### config.mk
export PLATFORM = sky130hd
export DESIGN_NAME = sha256_stream_hasher
export DESIGN_NICKNAME = d
export VERILOG_FILES = /design/src/rtl/sha256_pkg.sv /design/src/rtl/sha256_block_buf.sv /design/src/rtl/sha256_stream_hasher.sv
export SDC_FILE = /design/constraint.sdc
export NUM_CORES = 2
export LEC_CHECK = 0
export ABC_AREA = 1
export ABC_CLOCK_PERIOD_IN_PS = 39100
export BUFFER_PORTS_ARGS = -buffer_cell sky130_fd_sc_hd__buf_2
export CAP_MARGIN = 20
export CORE_AREA = 2 2 520 522
export DETAILED_ROUTE_END_ITERATION = 6
export DIE_AREA = 0 0 522 524
export PLACE_DENSITY = 0.5
export SETUP_SLACK_MARGIN = 0.05
export SYNTH_ARGS = -nofsm -noshare
export SYNTH_HDL_FRONTEND = slang
export SYNTH_HIERARCHICAL = 1
export SYNTH_SLANG_ARGS = --single-unit
### constraint.sdc
create_clock -name clk -period 39.1 [get_ports clk]
set_input_delay 3.91 -clock clk [delete_from_list [all_inputs] [get_ports clk]]
set_output_delay 3.91 -clock clk [all_outputs]
set_load 0.01 [all_outputs]
### src/rtl/sha256_pkg.sv
// SHA-256 / SHA-224 shared definitions for the stream hasher.
// Holds:
//   - the two initial hash values;
//   - block and word geometry;
//   - the FSM state encoding;
//   - IV selection and digest truncation helpers.
package sha256_pkg;

  localparam int WORD_W      = 32;
  localparam int HASH_W      = 256;
  localparam int BLOCK_W     = 512;
  localparam int BLOCK_BYTES = 64;
  localparam int LEN_FIELD_W = 64;
  localparam int LEN_OFFSET  = 56;

  localparam logic [HASH_W-1:0] SHA256_IV =
    256'h6a09e667_bb67ae85_3c6ef372_a54ff53a_510e527f_9b05688c_1f83d9ab_5be0cd19;
  localparam logic [HASH_W-1:0] SHA224_IV =
    256'hc1059ed8_367cd507_3070dd17_f70e5939_ffc00b31_68581511_64f98fa7_befa4fa4;

  typedef enum logic [2:0] {
    ST_LOAD  = 3'd0,
    ST_PAD   = 3'd1,
    ST_ISSUE = 3'd2,
    ST_WAIT  = 3'd3,
    ST_OUT   = 3'd4
  } state_t;

  function automatic logic [HASH_W-1:0] select_iv(input logic m224);
    return m224 ? SHA224_IV : SHA256_IV;
  endfunction

  // SHA-224 keeps H0..H6 and zeroes the final word slot.
  function automatic logic [HASH_W-1:0] truncate_digest(input logic m224,
                                                        input logic [HASH_W-1:0] h);
    return m224 ? {h[HASH_W-1:WORD_W], {WORD_W{1'b0}}} : h;
  endfunction

endpackage

### src/rtl/sha256_block_buf.sv
// 64-byte message block buffer.
// Ports:
//   clk, rst           clock, async active-high reset (buffer cleared)
//   wr_en/wr_pos       write one beat starting at byte wr_pos
//   wr_data/wr_count   beat bytes (earliest byte in MSBs); bytes >= wr_count become 0x00
//   pad_en/pad_pos     write 0x80 at pad_pos and zero everything after it
//   pad_len_en         together with pad_en, also put the length into bytes 56..63
//   len_blk_en         replace the block with an all-zero length-only block
//   len_blk_80         put 0x80 in byte 0 of that length-only block
//   len_bits           64-bit big-endian message length in bits
//   block              buffer contents, byte 0 at [511:504]
module sha256_block_buf
  import sha256_pkg::*;
#(
  parameter int IN_BYTES = 4,
  parameter int CNT_W    = $clog2(IN_BYTES + 1)
) (
  input  logic                   clk,
  input  logic                   rst,
  input  logic                   wr_en,
  input  logic [5:0]             wr_pos,
  input  logic [IN_BYTES*8-1:0]  wr_data,
  input  logic [CNT_W-1:0]       wr_count,
  input  logic                   pad_en,
  input  logic [6:0]             pad_pos,
  input  logic                   pad_len_en,
  input  logic                   len_blk_en,
  input  logic                   len_blk_80,
  input  logic [LEN_FIELD_W-1:0] len_bits,
  output logic [BLOCK_W-1:0]     block
);

  logic [7:0] bytes_q [BLOCK_BYTES];
  logic [7:0] bytes_d [BLOCK_BYTES];

  // The three update kinds are never requested in the same cycle; the
  // priority order below only matters for robustness.
  always_comb begin
    bytes_d = bytes_q;
    if (wr_en) begin
      for (int j = 0; j < IN_BYTES; j++) begin
        if (CNT_W'(j) < wr_count)
          bytes_d[wr_pos + 6'(j)] = wr_data[IN_BYTES*8-1-8*j -: 8];
        else
          bytes_d[wr_pos + 6'(j)] = 8'h00;
      end
    end else if (pad_en) begin
      for (int i = 0; i < BLOCK_BYTES; i++) begin
        if (7'(i) == pad_pos)
          bytes_d[i] = 8'h80;
        else if (7'(i) > pad_pos)
          bytes_d[i] = 8'h00;
      end
      if (pad_len_en) begin
        for (int i = 0; i < 8; i++)
          bytes_d[LEN_OFFSET+i] = len_bits[LEN_FIELD_W-1-8*i -: 8];
      end
    end else if (len_blk_en) begin
      for (int i = 0; i < BLOCK_BYTES; i++)
        bytes_d[i] = 8'h00;
      if (len_blk_80)
        bytes_d[0] = 8'h80;
      for (int i = 0; i < 8; i++)
        bytes_d[LEN_OFFSET+i] = len_bits[LEN_FIELD_W-1-8*i -: 8];
    end
  end

  always_ff @(posedge clk or posedge rst) begin
    if (rst) begin
      for (int i = 0; i < BLOCK_BYTES; i++)
        bytes_q[i] <= 8'h00;
    end else begin
      for (int i = 0; i < BLOCK_BYTES; i++)
        bytes_q[i] <= bytes_d[i];
    end
  end

  always_comb begin
    block = '0;
    for (int i = 0; i < BLOCK_BYTES; i++)
      block[BLOCK_W-1-8*i -: 8] = bytes_q[i];
  end

endmodule

### src/rtl/sha256_stream_hasher.sv
// SHA-256 / SHA-224 streaming message front end.
// Takes IN_BYTES-wide beats, pads the message, chains the hash state through
// an external compression core and presents the final digest.
// Ports:
//   clk, rst                       clock, async active-high reset
//   s_valid/s_ready/s_data         input beat stream (earliest byte in MSBs)
//   s_last/s_nbytes                end of message, valid bytes on the last beat
//   mode_224                       SHA-224 select, taken from the first beat
//   core_start/core_block/core_iv  compression request to the core
//   core_done/core_digest          compression result (feed-forward applied)
//   digest/digest_valid/digest_ready  final hash handshake
//   busy                           message in progress
module sha256_stream_hasher
  import sha256_pkg::*;
#(
  parameter int IN_BYTES = 4,
  parameter int LEN_W    = 64
) (
  input  logic                          clk,
  input  logic                          rst,
  input  logic                          s_valid,
  output logic                          s_ready,
  input  logic [IN_BYTES*8-1:0]         s_data,
  input  logic                          s_last,
  input  logic [$clog2(IN_BYTES+1)-1:0] s_nbytes,
  input  logic                          mode_224,
  output logic                          core_start,
  output logic [BLOCK_W-1:0]            core_block,
  output logic [HASH_W-1:0]             core_iv,
  input  logic                          core_done,
  input  logic [HASH_W-1:0]             core_digest,
  output logic [HASH_W-1:0]             digest,
  output logic                          digest_valid,
  input  logic                          digest_ready,
  output logic                          busy
);

  localparam int CNT_W = $clog2(IN_BYTES + 1);

  state_t             state;
  logic [6:0]         byte_cnt;
  logic [LEN_W-1:0]   len;
  logic [HASH_W-1:0]  h;
  logic               mode_q;
  logic               seen_last;
  logic               need_len;
  logic               pad80_pending;

  logic               accept;
  logic [CNT_W-1:0]   beat_cnt;
  logic [6:0]         next_cnt;
  logic [LEN_W-1:0]   beat_bits;

  assign accept  = s_valid && s_ready;
  assign core_iv = h;

  // Bytes contributed by the current beat; oversize s_nbytes saturates.
  always_comb begin
    beat_cnt = CNT_W'(IN_BYTES);
    if (s_last && (s_nbytes < CNT_W'(IN_BYTES)))
      beat_cnt = s_nbytes;
  end

  assign next_cnt  = byte_cnt + 7'(beat_cnt);
  assign beat_bits = LEN_W'(beat_cnt) << 3;

  sha256_block_buf #(
    .IN_BYTES (IN_BYTES),
    .CNT_W    (CNT_W)
  ) u_buf (
    .clk        (clk),
    .rst        (rst),
    .wr_en      (accept),
    .wr_pos     (byte_cnt[5:0]),
    .wr_data    (s_data),
    .wr_count   (beat_cnt),
    .pad_en     ((state == ST_PAD) && (byte_cnt < 7'd64)),
    .pad_pos    (byte_cnt),
    .pad_len_en (byte_cnt <= 7'd55),
    .len_blk_en ((state == ST_WAIT) && core_done && need_len),
    .len_blk_80 (pad80_pending),
    .len_bits   (64'(len)),
    .block      (core_block)
  );

  // s_ready and core_start are registered, so they are set on the
  // transition into LOAD / ISSUE respectively.
  always_ff @(posedge clk or posedge rst) begin
    if (rst) begin
      state         <= ST_LOAD;
      byte_cnt      <= '0;
      len           <= '0;
      h             <= SHA256_IV;
      mode_q        <= 1'b0;
      seen_last     <= 1'b0;
      need_len      <= 1'b0;
      pad80_pending <= 1'b0;
      s_ready       <= 1'b0;
      core_start    <= 1'b0;
      digest        <= '0;
      digest_valid  <= 1'b0;
      busy          <= 1'b0;
    end else begin
      core_start <= 1'b0;
      case (state)
        ST_LOAD: begin
          s_ready <= 1'b1;
          if (accept) begin
            byte_cnt <= next_cnt;
            len      <= len + beat_bits;
            if (!busy) begin
              busy   <= 1'b1;
              mode_q <= mode_224;
              h      <= select_iv(mode_224);
            end
            if (s_last) begin
              seen_last <= 1'b1;
              s_ready   <= 1'b0;
              state     <= ST_PAD;
            end else if (next_cnt == 7'd64) begin
              byte_cnt   <= '0;
              s_ready    <= 1'b0;
              core_start <= 1'b1;
              state      <= ST_ISSUE;
            end
          end
        end

        // A full final block is sent as-is; the 0x80 and length follow in an
        // extra block. 56..63 bytes leave no room for the length field.
        ST_PAD: begin
          if (byte_cnt == 7'd64) begin
            need_len      <= 1'b1;
            pad80_pending <= 1'b1;
          end else if (byte_cnt >= 7'd56) begin
            need_len      <= 1'b1;
            pad80_pending <= 1'b0;
          end else begin
            need_len      <= 1'b0;
            pad80_pending <= 1'b0;
          end
          core_start <= 1'b1;
          state      <= ST_ISSUE;
        end

        ST_ISSUE: begin
          state <= ST_WAIT;
        end

        ST_WAIT: begin
          if (core_done) begin
            h <= core_digest;
            if (need_len) begin
              need_len      <= 1'b0;
              pad80_pending <= 1'b0;
              core_start    <= 1'b1;
              state         <= ST_ISSUE;
            end else if (seen_last) begin
              digest       <= truncate_digest(mode_q, core_digest);
              digest_valid <= 1'b1;
              state        <= ST_OUT;
            end else begin
              s_ready <= 1'b1;
              state   <= ST_LOAD;
            end
          end
        end

        ST_OUT: begin
          if (digest_ready) begin
            digest_valid <= 1'b0;
            busy         <= 1'b0;
            seen_last    <= 1'b0;
            len          <= '0;
            byte_cnt     <= '0;
            s_ready      <= 1'b1;
            state        <= ST_LOAD;
          end
        end

        default: begin
          state <= ST_LOAD;
        end
      endcase
    end
  end

endmodule

==> impl_metrics.toml <==
[layout]
fin_cells = 15083
layout.nets = 11656
syn_to_final_growth_pct = 22.9
drive_gt1_share_pct = 18.0
design_area_um2 = 83700

[synth]
synthArstFlopShare_pct = 100
synthTopCellsByArea = "dfrtp_1 (36%), nand2_1 (22%), o21ai_0 (7.1%), a21oi_1 (6.3%), dfstp_2 (5.3%)"
avgSynthCellArea_um2 = 6.58
syn_inst = 10351
synth_seq_cells = 1103
yosysTopAreaCell = "dfrtp_1"
yosys_warnings = 6
synth_cell_types = 53
yosys_most_used_dff = "dfrtp_1"
synth-edff-count = 0
yosysTopAreaCellShare_pct = 35.6
ys_seq_area_share_pct = 40.8
syn-cell-area_um2 = 68100

[setup_path]
path_max_fanout = 147
path_cells = "buf_2, nand2_1, inv_2, buf_4, inv_8, nand3_1, buf_4, clkinv_1, a21oi_1, inv_1, a21oi_1, nand2_1, nand2_1, nand3_1"
cp.arrival_ns = 7.94
crit_slowest_cell = "a21oi_1"
crit_buf_inv = 7
slowest_delay_ns = 0.54
crit_type = "in2reg"
start_kind = "input port"
crit_family = "buffers and inverters"
endpoint_kind = "register"
cpMostUsedCell = "nand2_1"
critPathRequiredTime_ns = 39.79

[clocking]
clk_latency_ns = 0.85
post_cts_resized = 0
cts.htree.levels = 4
clk_pin_slew_ns = 0.06
cts_tree = "done"
cts_setup_buffers = 0
cts_root_buf = "clkbuf_16"
clock-sinks = 1103
cts_hold_buffers = 0
cts_buffers = 145
cts_buffer_depth = 3

[sta]
post-route-period-util_pct = 18.6
hold_viol_final = 0
fmax_ghz = 0.138
setup_tns_ns = 0
hold_slack_ns = 0.466
finClkSkew_ns = 0.0484
worst_slew_pin_slew_ns = 1.25
relSlewSlack_pct = 16.3
rsz0062_at_grt = "false"
slew_viol_final = 0
period_needed_ns = 7.25
finalSetupViolCount = 0

[route]
wirelength_um = 468000
drc = 1
drtPass1Iterations = 7
ant_nets = 0
vias_per_cell = 5.43
vias = 81836
initialDrtViolationCount = 13228
wl_per_cell_um = 31.0

[floorplan]
die_y_um = 524
start_util_pct = 25.5
coreArea_um2 = 267000
die_w_um = 522
io_pins = 1326
rows = 190
dieArea_um2 = 274000

[outcome]
outcome = "complete, but fails checks"
violations = "DRC"

[global_routing]
antenna_found_initial = 109
grt_overflow_total = 0
grt_pass1_wl_um = 625000
grt_usage_pct = 32.7
grt_max_degree = 179
grt_pass1_vias = 73191

[placed_design]
placed_area_um2 = 78200
place_congestion = 1.13
dp.cells = 14755
port_buffers = 1325
hpwl_um = 332000

[power_and_ir_drop]
power_density_nw_per_um2 = 84.8
peakVddDrop_mv = 0.0600
power.leakage_nw = 42.1

[min_path]
min_path_type = "reg2reg"

[job]
maxCapViolations = 0
==> per-layer routing <==
metal  vias to the layer above  GRT usage [%]  routed length (um)
met4                        62           27.3               46100
met5                         -              0                 395
met3                      1393           10.4               57400
li1                      36017              -                   -
met1                     38606           37.9              164000
met2                      5758           49.1              200000
==> path summary, 6_finish.rpt <==
path / start / end / slack (ns) / cells after the start
worst max-delay path: s_valid / u_buf/block[479]$_DFFE_PP0P_ / 31.85 / 14
worst min-delay path: digest[81]$_DFFE_PP0P_ / digest[81]$_DFFE_PP0P_ / 0.47 / 2
worst max register to register: state[2]$_DFFE_PP0P_ / u_buf/block[479]$_DFFE_PP0P_ / 33.75 / 17
worst min register to register: digest[81]$_DFFE_PP0P_ / digest[81]$_DFFE_PP0P_ / 0.47 / 2
max in group asynchronous: rst / digest[127]$_DFFE_PP0P_ / 32.17 / 6
min in group asynchronous: rst / digest[84]$_DFFE_PP0P_ / 3.23 / 2
==> worst reg2reg max path, cell delays in order, from the launching register on <==
cell      delay, ns
dfrtp_1        0.41
nor2_1         0.14
inv_2          0.07
nor2_4         0.63
inv_2          0.60
nor2_1         0.33
inv_1          0.12
nor2_1         0.10
inv_1          0.15
nand3_1        0.13
buf_4          0.33
clkinv_1       0.34
a21oi_1        0.38
inv_1          0.35
a21oi_1        0.55
nand2_1        0.33
nand2_1        0.14
nand3_1        0.09
==> final cells by class <==
type,count,area [um2]
flip-flops and latches,1103,27800
well taps,3552,4440
clock inverters,62,1030
multi-input cells,7893,35300
diodes,58,145
fillers,29761,184000
inverters,707,2690
clock buffers,208,4260
repair buffers,1500,7990
==> cells in the final DEF, fill, tap and decap left out, types with 4 or more instances in the layout <==
| master | instances |
|---|---|
| ha_1 | 8 |
| inv_8 | 4 |
| clkbuf_16 | 146 |
| nand3_2 | 6 |
| buf_4 | 171 |
| o22ai_1 | 11 |
| diode_2 | 58 |
| nor2_2 | 50 |
| nand4_1 | 81 |
| o31ai_1 | 5 |
| nand2_8 | 4 |
| dfstp_2 | 136 |
| clkinv_16 | 11 |
| bufinv_16 | 15 |
| dfrtp_1 | 967 |
| clkinv_2 | 27 |
| nand2_1 | 3922 |
| inv_2 | 55 |
| nand3_1 | 702 |
| a31oi_1 | 237 |
| nor2_1 | 628 |
| nand2_2 | 18 |
| nand2_4 | 15 |
| nor2_4 | 7 |
| inv_1 | 620 |
| o21ai_0 | 959 |
| clkinv_1 | 24 |
| buf_2 | 1325 |
| nor3_1 | 32 |
| xor2_1 | 5 |
| clkbuf_1 | 25 |
| mux2i_1 | 4 |
| clkinvlp_4 | 7 |
| o211ai_1 | 185 |
| nor4_1 | 8 |
| nand3b_1 | 10 |
| a21oi_1 | 855 |
| o21ai_1 | 97 |
| clkbuf_8 | 37 |
==> sequential cells by signal (all words and copies together), names as in the netlist <==
register       count
busy               1
byte_cnt           7
core_iv          256
core_start         1
digest           256
digest_valid       1
len               61
mode_q             1
need_len           1
pad80_pending      1
s_ready            1
seen_last          1
state              3
u_buf/block      512
==> cell usage after synthesis (3+ instances only) <==
cell	n
nor2_4	3
nor2_1	645
o21ai_0	959
clkinv_1	26
inv_2	46
a31oi_1	237
and2_1	3
clkbuf_1	539
nand4_2	3
nand3_1	702
nand2_1	3956
nand4_1	81
nand2_2	3
ha_1	8
a21boi_0	3
inv_1	635
nor3_2	4
or2_2	3
nor3_1	32
o22ai_1	11
nor2_2	37
buf_2	85
xor2_1	5
o21bai_1	3
o21ai_1	97
buf_1	7
mux2i_1	4
nor4_1	8
a21o_1	3
dfstp_2	136
o211ai_1	185
dfrtp_1	967
buf_4	19
nand3b_1	10
o31ai_1	6
a21oi_1	855
nand3_2	6
==> logic make-up (layout without fill, tap and decap cells) <==
family,count (synthesis),in the layout,synth area share [%]
AO/OA/AOI/OAI,2369,2369,18.7
XOR/XNOR,8,8,0.142
adder cells (fa/ha/maj),8,8,0.147
buffers and inverters,1357,2477,7.74
flip-flops,1103,1103,40.8
multiplexers,5,5,0.0754
other,1,61,0.00551
AND/OR/NAND/NOR,5500,5500,32.4
==> power breakdown <==
part	internal, W	switching, W	total, W
Sequential	0.00163	0.000430	0.00207
Clock	0.000871	0.000631	0.00150
Combinational	0.00100	0.00253	0.00353
==> metrics by stage <==
step                setup slack [ns]  util [%]  total power [W]
finish                         31.85      31.3          0.00710
global route                   31.68      31.2          0.00741
CTS                            32.05      31.2          0.00701
detailed placement             31.18      29.2          0.00549
global placement               31.15      29.2          0.00548
floorplan                      18.88         -          0.00378
Power figures use the tool's default switching activity.
